**config.mk**
```make
export PLATFORM = sky130hd
export DESIGN_NAME = fifo_pkt_flat
export DESIGN_NICKNAME = d
export VERILOG_FILES = /design/src/rtl/fifo_pkt_if.sv /design/src/rtl/fifo_pkt.sv /design/src/flat_wrapper.sv
export SDC_FILE = /design/constraint.sdc
export NUM_CORES = 1
export LEC_CHECK = 0
export CAP_MARGIN = 20
export CORE_UTILIZATION = 34
export CTS_CLUSTER_SIZE = 16
export DETAILED_ROUTE_END_ITERATION = 8
export HOLD_SLACK_MARGIN = 0.05
export PLACE_DENSITY = 0.5
export RECOVER_POWER = 50
export SETUP_SLACK_MARGIN = 0.5
export SLEW_MARGIN = 20
export SYNTH_ARGS = -nofsm -noshare
export SYNTH_HDL_FRONTEND = slang
export SYNTH_SLANG_ARGS = --single-unit
```
**constraint.sdc**
```tcl
create_clock -name iclk -period 7.25 [get_ports iclk]
set_clock_uncertainty 0.1 [all_clocks]
set_input_delay 1.8125 -clock iclk [delete_from_list [all_inputs] [get_ports iclk]]
set_output_delay 1.8125 -clock iclk [all_outputs]
set_load 0.03 [all_outputs]
```
**src/rtl/fifo_pkt_if.sv**
```systemverilog
// Write/read handshake bundle between the packet receiver, fifo_pkt and the copy engine.
`timescale 1ns/1ps
interface fifo_pkt_if #(
  parameter int pBITS  = 8,
  parameter int pWIDTH = 4
);
  logic             iwr;
  logic [pBITS-1:0] iw_data;
  logic             ieop;
  logic             idrop;
  logic             ird;
  logic             iclr_err;
  logic [pBITS-1:0] or_data;
  logic             oempty;
  logic             ofull;
  logic             oafull;
  logic             oaempty;
  logic [pWIDTH:0]  olevel;
  logic             ooverflow;
  logic             ounderflow;

  modport master (
    output iwr, iw_data, ieop, idrop, ird, iclr_err,
    input  or_data, oempty, ofull, oafull, oaempty, olevel, ooverflow, ounderflow
  );

  modport slave (
    input  iwr, iw_data, ieop, idrop, ird, iclr_err,
    output or_data, oempty, ofull, oafull, oaempty, olevel, ooverflow, ounderflow
  );
endinterface

```
**src/rtl/fifo_pkt.sv**
```systemverilog
// Packet-aware FIFO: words become readable only after the packet's eop word is committed;
// partial packets are discarded on idrop or on overflow.
`timescale 1ns/1ps
module fifo_pkt #(
  parameter int pBITS   = 8,
  parameter int pWIDTH  = 4,
  parameter int pAFULL  = 12,
  parameter int pAEMPTY = 2
) (
  input logic      iclk,
  input logic      ireset,
  fifo_pkt_if.slave bus
);
  localparam int              DEPTH  = 1 << pWIDTH;
  localparam logic [pWIDTH:0] FULLV  = (pWIDTH+1)'(DEPTH);
  localparam logic [pWIDTH:0] AFULLV = (pWIDTH+1)'(pAFULL);
  localparam logic [pWIDTH:0] AEMPV  = (pWIDTH+1)'(pAEMPTY);

  typedef enum logic [1:0] {IDLE, PKT, DROP} wstate_t;

  logic [pBITS-1:0] mem [0:DEPTH-1];
  wstate_t          state, stateNxt;
  logic [pWIDTH:0]  wrPtr, cmPtr, rdPtr;
  logic [pWIDTH:0]  wrPtrNxt, cmPtrNxt;
  logic [pWIDTH:0]  used, level;
  logic             full, empty;
  logic             wrEn, rdEn, ovfSet, unfSet;
  logic             ovfFlag, unfFlag;

  // Flags come from registered pointers only, never from this cycle's requests.
  assign used  = wrPtr - rdPtr;
  assign level = cmPtr - rdPtr;
  assign full  = (used == FULLV);
  assign empty = (level == '0);

  assign bus.or_data    = mem[rdPtr[pWIDTH-1:0]];
  assign bus.oempty     = empty;
  assign bus.ofull      = full;
  assign bus.oafull     = (used >= AFULLV);
  assign bus.oaempty    = (level <= AEMPV);
  assign bus.olevel     = level;
  assign bus.ooverflow  = ovfFlag;
  assign bus.ounderflow = unfFlag;

  assign rdEn   = bus.ird & ~empty;
  assign unfSet = bus.ird & empty;

  always_comb begin
    stateNxt = state;
    wrPtrNxt = wrPtr;
    cmPtrNxt = cmPtr;
    wrEn     = 1'b0;
    ovfSet   = 1'b0;
    if (bus.idrop) begin
      // Explicit discard wins over any concurrent write, which is silently ignored.
      wrPtrNxt = cmPtr;
      stateNxt = IDLE;
    end else if (bus.iwr) begin
      case (state)
        DROP: begin
          ovfSet = 1'b1;
          if (bus.ieop) stateNxt = IDLE;
        end
        default: begin
          if (full) begin
            ovfSet   = 1'b1;
            wrPtrNxt = cmPtr;
            stateNxt = bus.ieop ? IDLE : DROP;
          end else begin
            wrEn     = 1'b1;
            wrPtrNxt = wrPtr + 1'b1;
            if (bus.ieop) begin
              cmPtrNxt = wrPtr + 1'b1;
              stateNxt = IDLE;
            end else begin
              stateNxt = PKT;
            end
          end
        end
      endcase
    end
  end

  always_ff @(posedge iclk or posedge ireset) begin
    if (ireset) begin
      state <= IDLE;
      wrPtr <= '0;
      cmPtr <= '0;
      rdPtr <= '0;
    end else begin
      state <= stateNxt;
      wrPtr <= wrPtrNxt;
      cmPtr <= cmPtrNxt;
      if (rdEn) rdPtr <= rdPtr + 1'b1;
    end
  end

  // Setting an error takes priority over a same-cycle clear.
  always_ff @(posedge iclk or posedge ireset) begin
    if (ireset) begin
      ovfFlag <= 1'b0;
      unfFlag <= 1'b0;
    end else begin
      if (ovfSet)            ovfFlag <= 1'b1;
      else if (bus.iclr_err) ovfFlag <= 1'b0;
      if (unfSet)            unfFlag <= 1'b1;
      else if (bus.iclr_err) unfFlag <= 1'b0;
    end
  end

  always_ff @(posedge iclk) begin
    if (wrEn) mem[wrPtr[pWIDTH-1:0]] <= bus.iw_data;
  end
endmodule

```
**src/flat_wrapper.sv**
```systemverilog
// flat-port wrapper written by rule: the top's interface ports become plain ports
module fifo_pkt_flat 
#(
  parameter int pBITS   = 8,
  parameter int pWIDTH  = 4,
  parameter int pAFULL  = 12,
  parameter int pAEMPTY = 2
)
  (iclk, ireset, bus_iwr, bus_iw_data, bus_ieop, bus_idrop, bus_ird, bus_iclr_err, bus_or_data, bus_oempty, bus_ofull, bus_oafull, bus_oaempty, bus_olevel, bus_ooverflow, bus_ounderflow);
  fifo_pkt_if #(.pBITS(pBITS), .pWIDTH(pWIDTH)) bus_i ();
  input logic iclk;
  input logic ireset;
  input wire logic [$bits(bus_i.iwr)-1:0] bus_iwr;
  input wire logic [$bits(bus_i.iw_data)-1:0] bus_iw_data;
  input wire logic [$bits(bus_i.ieop)-1:0] bus_ieop;
  input wire logic [$bits(bus_i.idrop)-1:0] bus_idrop;
  input wire logic [$bits(bus_i.ird)-1:0] bus_ird;
  input wire logic [$bits(bus_i.iclr_err)-1:0] bus_iclr_err;
  output wire logic [$bits(bus_i.or_data)-1:0] bus_or_data;
  output wire logic [$bits(bus_i.oempty)-1:0] bus_oempty;
  output wire logic [$bits(bus_i.ofull)-1:0] bus_ofull;
  output wire logic [$bits(bus_i.oafull)-1:0] bus_oafull;
  output wire logic [$bits(bus_i.oaempty)-1:0] bus_oaempty;
  output wire logic [$bits(bus_i.olevel)-1:0] bus_olevel;
  output wire logic [$bits(bus_i.ooverflow)-1:0] bus_ooverflow;
  output wire logic [$bits(bus_i.ounderflow)-1:0] bus_ounderflow;
  assign bus_i.iwr = bus_iwr;
  assign bus_i.iw_data = bus_iw_data;
  assign bus_i.ieop = bus_ieop;
  assign bus_i.idrop = bus_idrop;
  assign bus_i.ird = bus_ird;
  assign bus_i.iclr_err = bus_iclr_err;
  assign bus_or_data = bus_i.or_data;
  assign bus_oempty = bus_i.oempty;
  assign bus_ofull = bus_i.ofull;
  assign bus_oafull = bus_i.oafull;
  assign bus_oaempty = bus_i.oaempty;
  assign bus_olevel = bus_i.olevel;
  assign bus_ooverflow = bus_i.ooverflow;
  assign bus_ounderflow = bus_i.ounderflow;
  fifo_pkt #(.pBITS(pBITS), .pWIDTH(pWIDTH), .pAFULL(pAFULL), .pAEMPTY(pAEMPTY)) u_core (.iclk(iclk), .ireset(ireset), .bus(bus_i));
endmodule
```
# After elaboration in Yosys (flattened, before gate mapping)
# Memory sizes are Yosys's and may differ from the RTL's.
# Index checks and enable logic that the tools add are counted.
[word_totals] word_cells=54 mem_count=1 out_inout_bits=19 regBits=19 ramBits=128 in_bits=15
[classes] n_mux=24 n_reduce_logical=7 eq_ne=4 n_addsub=4 n_bitwise=6 order_cmp=2
[mem_list] name="u_core.mem" words=16 width=8 rd=1 rd_clocked_by_memory_dff=0 wr=1 line="fifo_pkt.sv:21" text="logic [pBITS-1:0] mem [0:DEPTH-1];"
[op_table] operator="2-to-1 mux 5 bit" count=4
[op_table] operator="2-to-1 mux 1 bit" count=14
[op_table] operator="2-to-1 mux 2 bit" count=6
[op_table] operator="adder 5 x 1 -> 5 bit, second input constant" count=2
[op_table] operator="subtractor 5 bit" count=2
[op_table] operator="nonzero test 2 bit" count=3
[op_table] operator="equality test 5 bit, second input constant" count=1
[op_table] operator=">= comparator 5 x 4 -> 1 bit, second input constant" count=1
[op_table] operator="<= comparator 5 x 2 -> 1 bit, second input constant" count=1
[op_table] operator="zero test 5 bit" count=1
[op_table] operator="AND reduction 5 bit" count=1
[op_table] operator="inverter 1 bit" count=4
[op_table] operator="AND reduction 2 bit" count=2
[op_table] operator="inequality test 3 bit, second input constant" count=1
[op_table] operator="AND 1 bit" count=2
[op_table] operator="equality test 2 bit, second input constant" count=1
[op_table] operator="inequality test 2 bit, second input constant" count=1

# Logic depth before layout (Yosys ltp)
[logic_depth] depth_word=8 depth_mapped=11 ltp_nobuf=10

# Worst setup path before layout
# No wires, ideal clock.
[synth_timing] path_type="reg-to-output" start="reg u_core.rdPtr[1]" end="out bus_oaempty" n_path_buf=2 arrival_ns=3.007 stages_incl_launch_ff=10 t_required_ns=5.338 slack_ns=2.330 cell_sequence="dfrtp_1 -> clkbuf_1 -> buf_1 -> inv_1 -> fa_1 -> a21o_1 -> a21oi_1 -> xnor2_1 -> a211o_1 -> a21oi_1"
[synth_via] elab_chain_cells=2
[synth_rtl] item="start: declaration" line="fifo_pkt.sv:23" text="logic [pWIDTH:0] wrPtr, cmPtr, rdPtr;"
[synth_rtl] item="start signal: assignment" line="fifo_pkt.sv:94" text="if (rdEn) rdPtr <= rdPtr + 1'b1;"
[synth_rtl] item="subtractor 5 bit" line="fifo_pkt.sv:32" text="assign level = cmPtr - rdPtr;"
[synth_rtl] item="via bus_olevel[4]" line="flat_wrapper.sv:24" text="output wire logic [$bits(bus_i.olevel)-1:0] bus_olevel;"
[synth_rtl] item="<= comparator 5 x 2 -> 1 bit" line="fifo_pkt.sv:40" text="assign bus.oaempty = (level <= AEMPV);"
[synth_rtl] item="end: declaration" line="flat_wrapper.sv:23" text="output wire logic [$bits(bus_i.oaempty)-1:0] bus_oaempty;"
# The timed path passes the listed nets, and every way through them passes these cells.

# Final worst setup path
[layout_timing] start="reg u_core.rdPtr[3]" end="out bus_ofull"
[layout_via] elab_chain_cells=2
[layout_rtl] item="subtractor 5 bit" line="fifo_pkt.sv:31" text="assign used = wrPtr - rdPtr;"
[layout_rtl] item="equality test 5 bit" line="fifo_pkt.sv:33" text="assign full = (used == FULLV);"
[layout_rtl] item="end: declaration" line="flat_wrapper.sv:21" text="output wire logic [$bits(bus_i.ofull)-1:0] bus_ofull;"
# Every way passes these cells.

==> qor.yml <==
clock_network:
  cts_resized: 0
  insertion_delay_ns: 0.42
  clk_pin_slew_worst_paths_ns: 0.06
  post_cts_buffers: 0
  root_buffer: "clkbuf_16"
  clock-sinks: 147
  cts_hold_buffers: 0
  cts_max_path_buffers: 2
  cts_tree: "yes"
  cts_inserted_buffers: 17
  htreeDepth: 4
drt:
  dr.first_iter.drc_count: 183
  via_per_inst: 5.135
  vias: 3194
  drc: 4
  post_drt_wl_per_cell_um: 22.14
  detail-route-antenna-nets: 0
  dr.pass1.iters: 7
  finalWirelength_mm: 13.77
synth:
  postSynthAreaPerCell_sq_um: 18.58
  synth_edf_count: 128
  synth_cell_type_count: 52
  syn-num-nets: 370
  syn-cell-area_sq_um: 6336
  synthCells: 341
  synthArstFlopShare: 0.1293
  ys_seq_area_frac: 0.6817
  ys_seq_elements: 147
  synthFlopType: "edfxtp_1"
  yosys_warnings: 0
sta:
  max-slew-margin-rel: 0.4166
  worstMarginPinSlew_ns: 0.8686
  finalSetupTns_ns: 0
  report.final.slew_viol_count: 0
  period_share: 0.7557
  hold_violations: 0
  finalSetupViolations: 0
  final.min_clock_period_ns: 5.479
  rsz0062_at_grt: "no"
  max_freq_ghz: 0.1825
finish:
  area_growth_pct: 18.07
  layout_commonest_cell: "edfxtp_1"
  diodes: 0
  drive_above_1_share: 0.2163
  num-fill-cells: 1575
  layout_common_cells: "edfxtp_1 (128), mux4_2 (40), clkdlybuf4s50_1 (24), dfrtp_1 (19), clkbuf_16 (17)"
  design_area_sq_um: 7481
  final_nets: 409
worst_hold_path:
  hold_path.class: "flip-flop to flip-flop"
  min_from: "u_core.bus.ounderflow"
  hold_path_depth: 1
  hold_path_end: "u_core.bus.ounderflow"
setup_path:
  timing.rr.start: "u_core.rdPtr[3]"
  path_max_fanout: 11
  r2r_setup_slack_ns: 3.76
  arrival_ns: 3.57
  cp-end-kind: "primary output"
  worstSetupPathType: "flip-flop to primary output"
  crit_path_start_kind: "flip-flop"
  r2r_cells: 7
  cp.required_ns: 5.34
  reg2reg_to: "u_core.mem[3][3]"
floorplan:
  io_pins: 34
  rows: 49
  dieHeight_um: 138.5
  fp.coreArea_sq_um: 18090
  die_x_um: 138.5
  initial_core_util: 0.3503
  die_area_sq_um: 19190
power_and_ir_drop:
  p_clk_frac: 0.248
  power.leakage_nw: 2.542
  switching_share: 0.3621
  seq_power_share: 0.325
  power.internal_mw: 2.207
  p_switching_mw: 1.253
  pwr_density_cell_nw_per_um2: 462.4
  peakVddDrop_uv: 511.1
  p_comb_frac: 0.427
placement:
  gp_congestion: 0.7284
  io_buffers: 33
  dpl.hpwl_mm: 8.681
  postPlaceCellArea_sq_um: 6914
grt:
  grt_pass1_wl_mm: 21.20
  antenna_found_initial: 0
  overflow: 0
  grt_use_total: 0.1536
  grt_max_degree: 36
  grt_pass1_vias: 3375
run_status:
  status: "finished, violations left"
  violations: "design-rule violations"
flow_run:
  drv_cap: 0
-- sequential cells by signal, summed over array words and instances (netlist names) --
name and count:
u_core.cmPtr 5, u_core.state 2, u_core.bus.ounderflow 1, u_core.bus.ooverflow 1, u_core.mem 128, u_core.wrPtr 5
u_core.rdPtr 5
-- logic make-up after synthesis --
kind of cell	after synthesis	synth area share
AOI/OAI and AO/OA	37	0.04147
xor gates and xnor gates	14	0.02054
adders and majority gates	14	0.02883
buffers and inverters	27	0.01817
DFF	147	0.6817
muxes	48	0.1594
and+or+nand+nor	54	0.04996
-- cell usage after synthesis (2+ instances only) --
master,number,share of area
mux4_2,40,0.14
nand2_1,7,0.0041
ha_1,13,0.026
a21oi_2,2,0.0028
o211ai_1,3,0.0036
and3_1,14,0.014
inv_1,10,0.0059
or3_1,2,0.0020
edfxtp_1,128,0.61
o21ai_0,4,0.0032
o21a_1,3,0.0036
xor2_1,2,0.0028
nand2b_1,3,0.0030
and4_1,3,0.0041
buf_2,5,0.0039
mux2_4,3,0.0071
a21oi_1,12,0.0095
inv_2,2,0.0012
a2bb2oi_1,2,0.0028
nor2b_1,6,0.0059
o22a_1,2,0.0028
xnor2_1,11,0.015
clkbuf_1,8,0.0047
or2_2,2,0.0020
mux2i_1,3,0.0047
dfrtp_1,19,0.075
nor2_1,5,0.0030
nand3_1,3,0.0024
-- layout make-up --
| type | instances | area (sq um) | share of cell area |
|---|---|---|---|
| clock buffer | 17 | 425.4 | 0.05687 |
| inverter | 12 | 45.04 | 0.006021 |
| multi-input combinational | 167 | 1904 | 0.2546 |
| tap | 229 | 286.5 | 0.03830 |
| sequential | 147 | 4319 | 0.5774 |
| timing repair buffer | 35 | 345.3 | 0.04616 |
| clock inverter | 15 | 155.1 | 0.02074 |
-- through the flow --
stage / worst slack, ns / cells / hold WS (ns) / util / power, mW
floorplan: 2.330 / 341 / 0.3911 / - / 2.179
detailed placement: 2.314 / 590 / 0.3970 / 0.3823 / 2.661
finish: 1.771 / 622 / 0.4187 / 0.4136 / 3.459
CTS: 1.850 / 622 / 0.4200 / 0.4144 / 3.530
global route: 1.544 / 622 / 0.4633 / 0.4136 / 3.644
global placement: 2.353 / 590 / 0.3825 / 0.3823 / 2.662
-- routing by layer --
layer / up-vias / share of wire / global-route usage
li1: 1453 / - / -
met1: 1653 / 0.46 / 0.2055
met2: 81 / 0.48 / 0.2485
met3: 7 / 0.050 / 0.03568
met4: 0 / 0.010 / 0.04849
met5: - / 0 / 0
-- worst max path at each step --
| stage | startpoint | endpoint | slack [ns] | cells after the start |
|---|---|---|---|---|
| floorplan | u_core.rdPtr[1] | bus_oaempty | 2.33 | 9 |
| global placement | u_core.rdPtr[3] | bus_ofull | 2.35 | 7 |
| detailed placement | u_core.rdPtr[3] | bus_ofull | 2.31 | 7 |
| CTS | u_core.rdPtr[3] | bus_ofull | 1.85 | 7 |
| global route | u_core.rdPtr[3] | bus_ofull | 1.54 | 7 |
| finish | u_core.rdPtr[3] | bus_ofull | 1.77 | 7 |
-- power by group through the flow --
| stage | Sequential [mW] | Clock, mW | Combinational [mW] |
|---|---|---|---|
| global route | 1.14 | 0.912 | 1.60 |
| CTS | 1.13 | 0.877 | 1.53 |
| floorplan | 1.09 | 0 | 1.09 |
| global placement | 1.14 | 0 | 1.52 |
| detailed placement | 1.14 | 0 | 1.52 |
| finish | 1.12 | 0.860 | 1.48 |
-- critical path: stages, from the launching register on --
cell and delay, ns:
dfrtp_1 0.73, inv_1 0.17, ha_1 0.40, nor2b_1 0.13, mux2i_1 0.08, mux2i_1 0.36
and2_0 0.51, clkdlybuf4s50_1 0.77
Power figures use the tool's default switching activity.
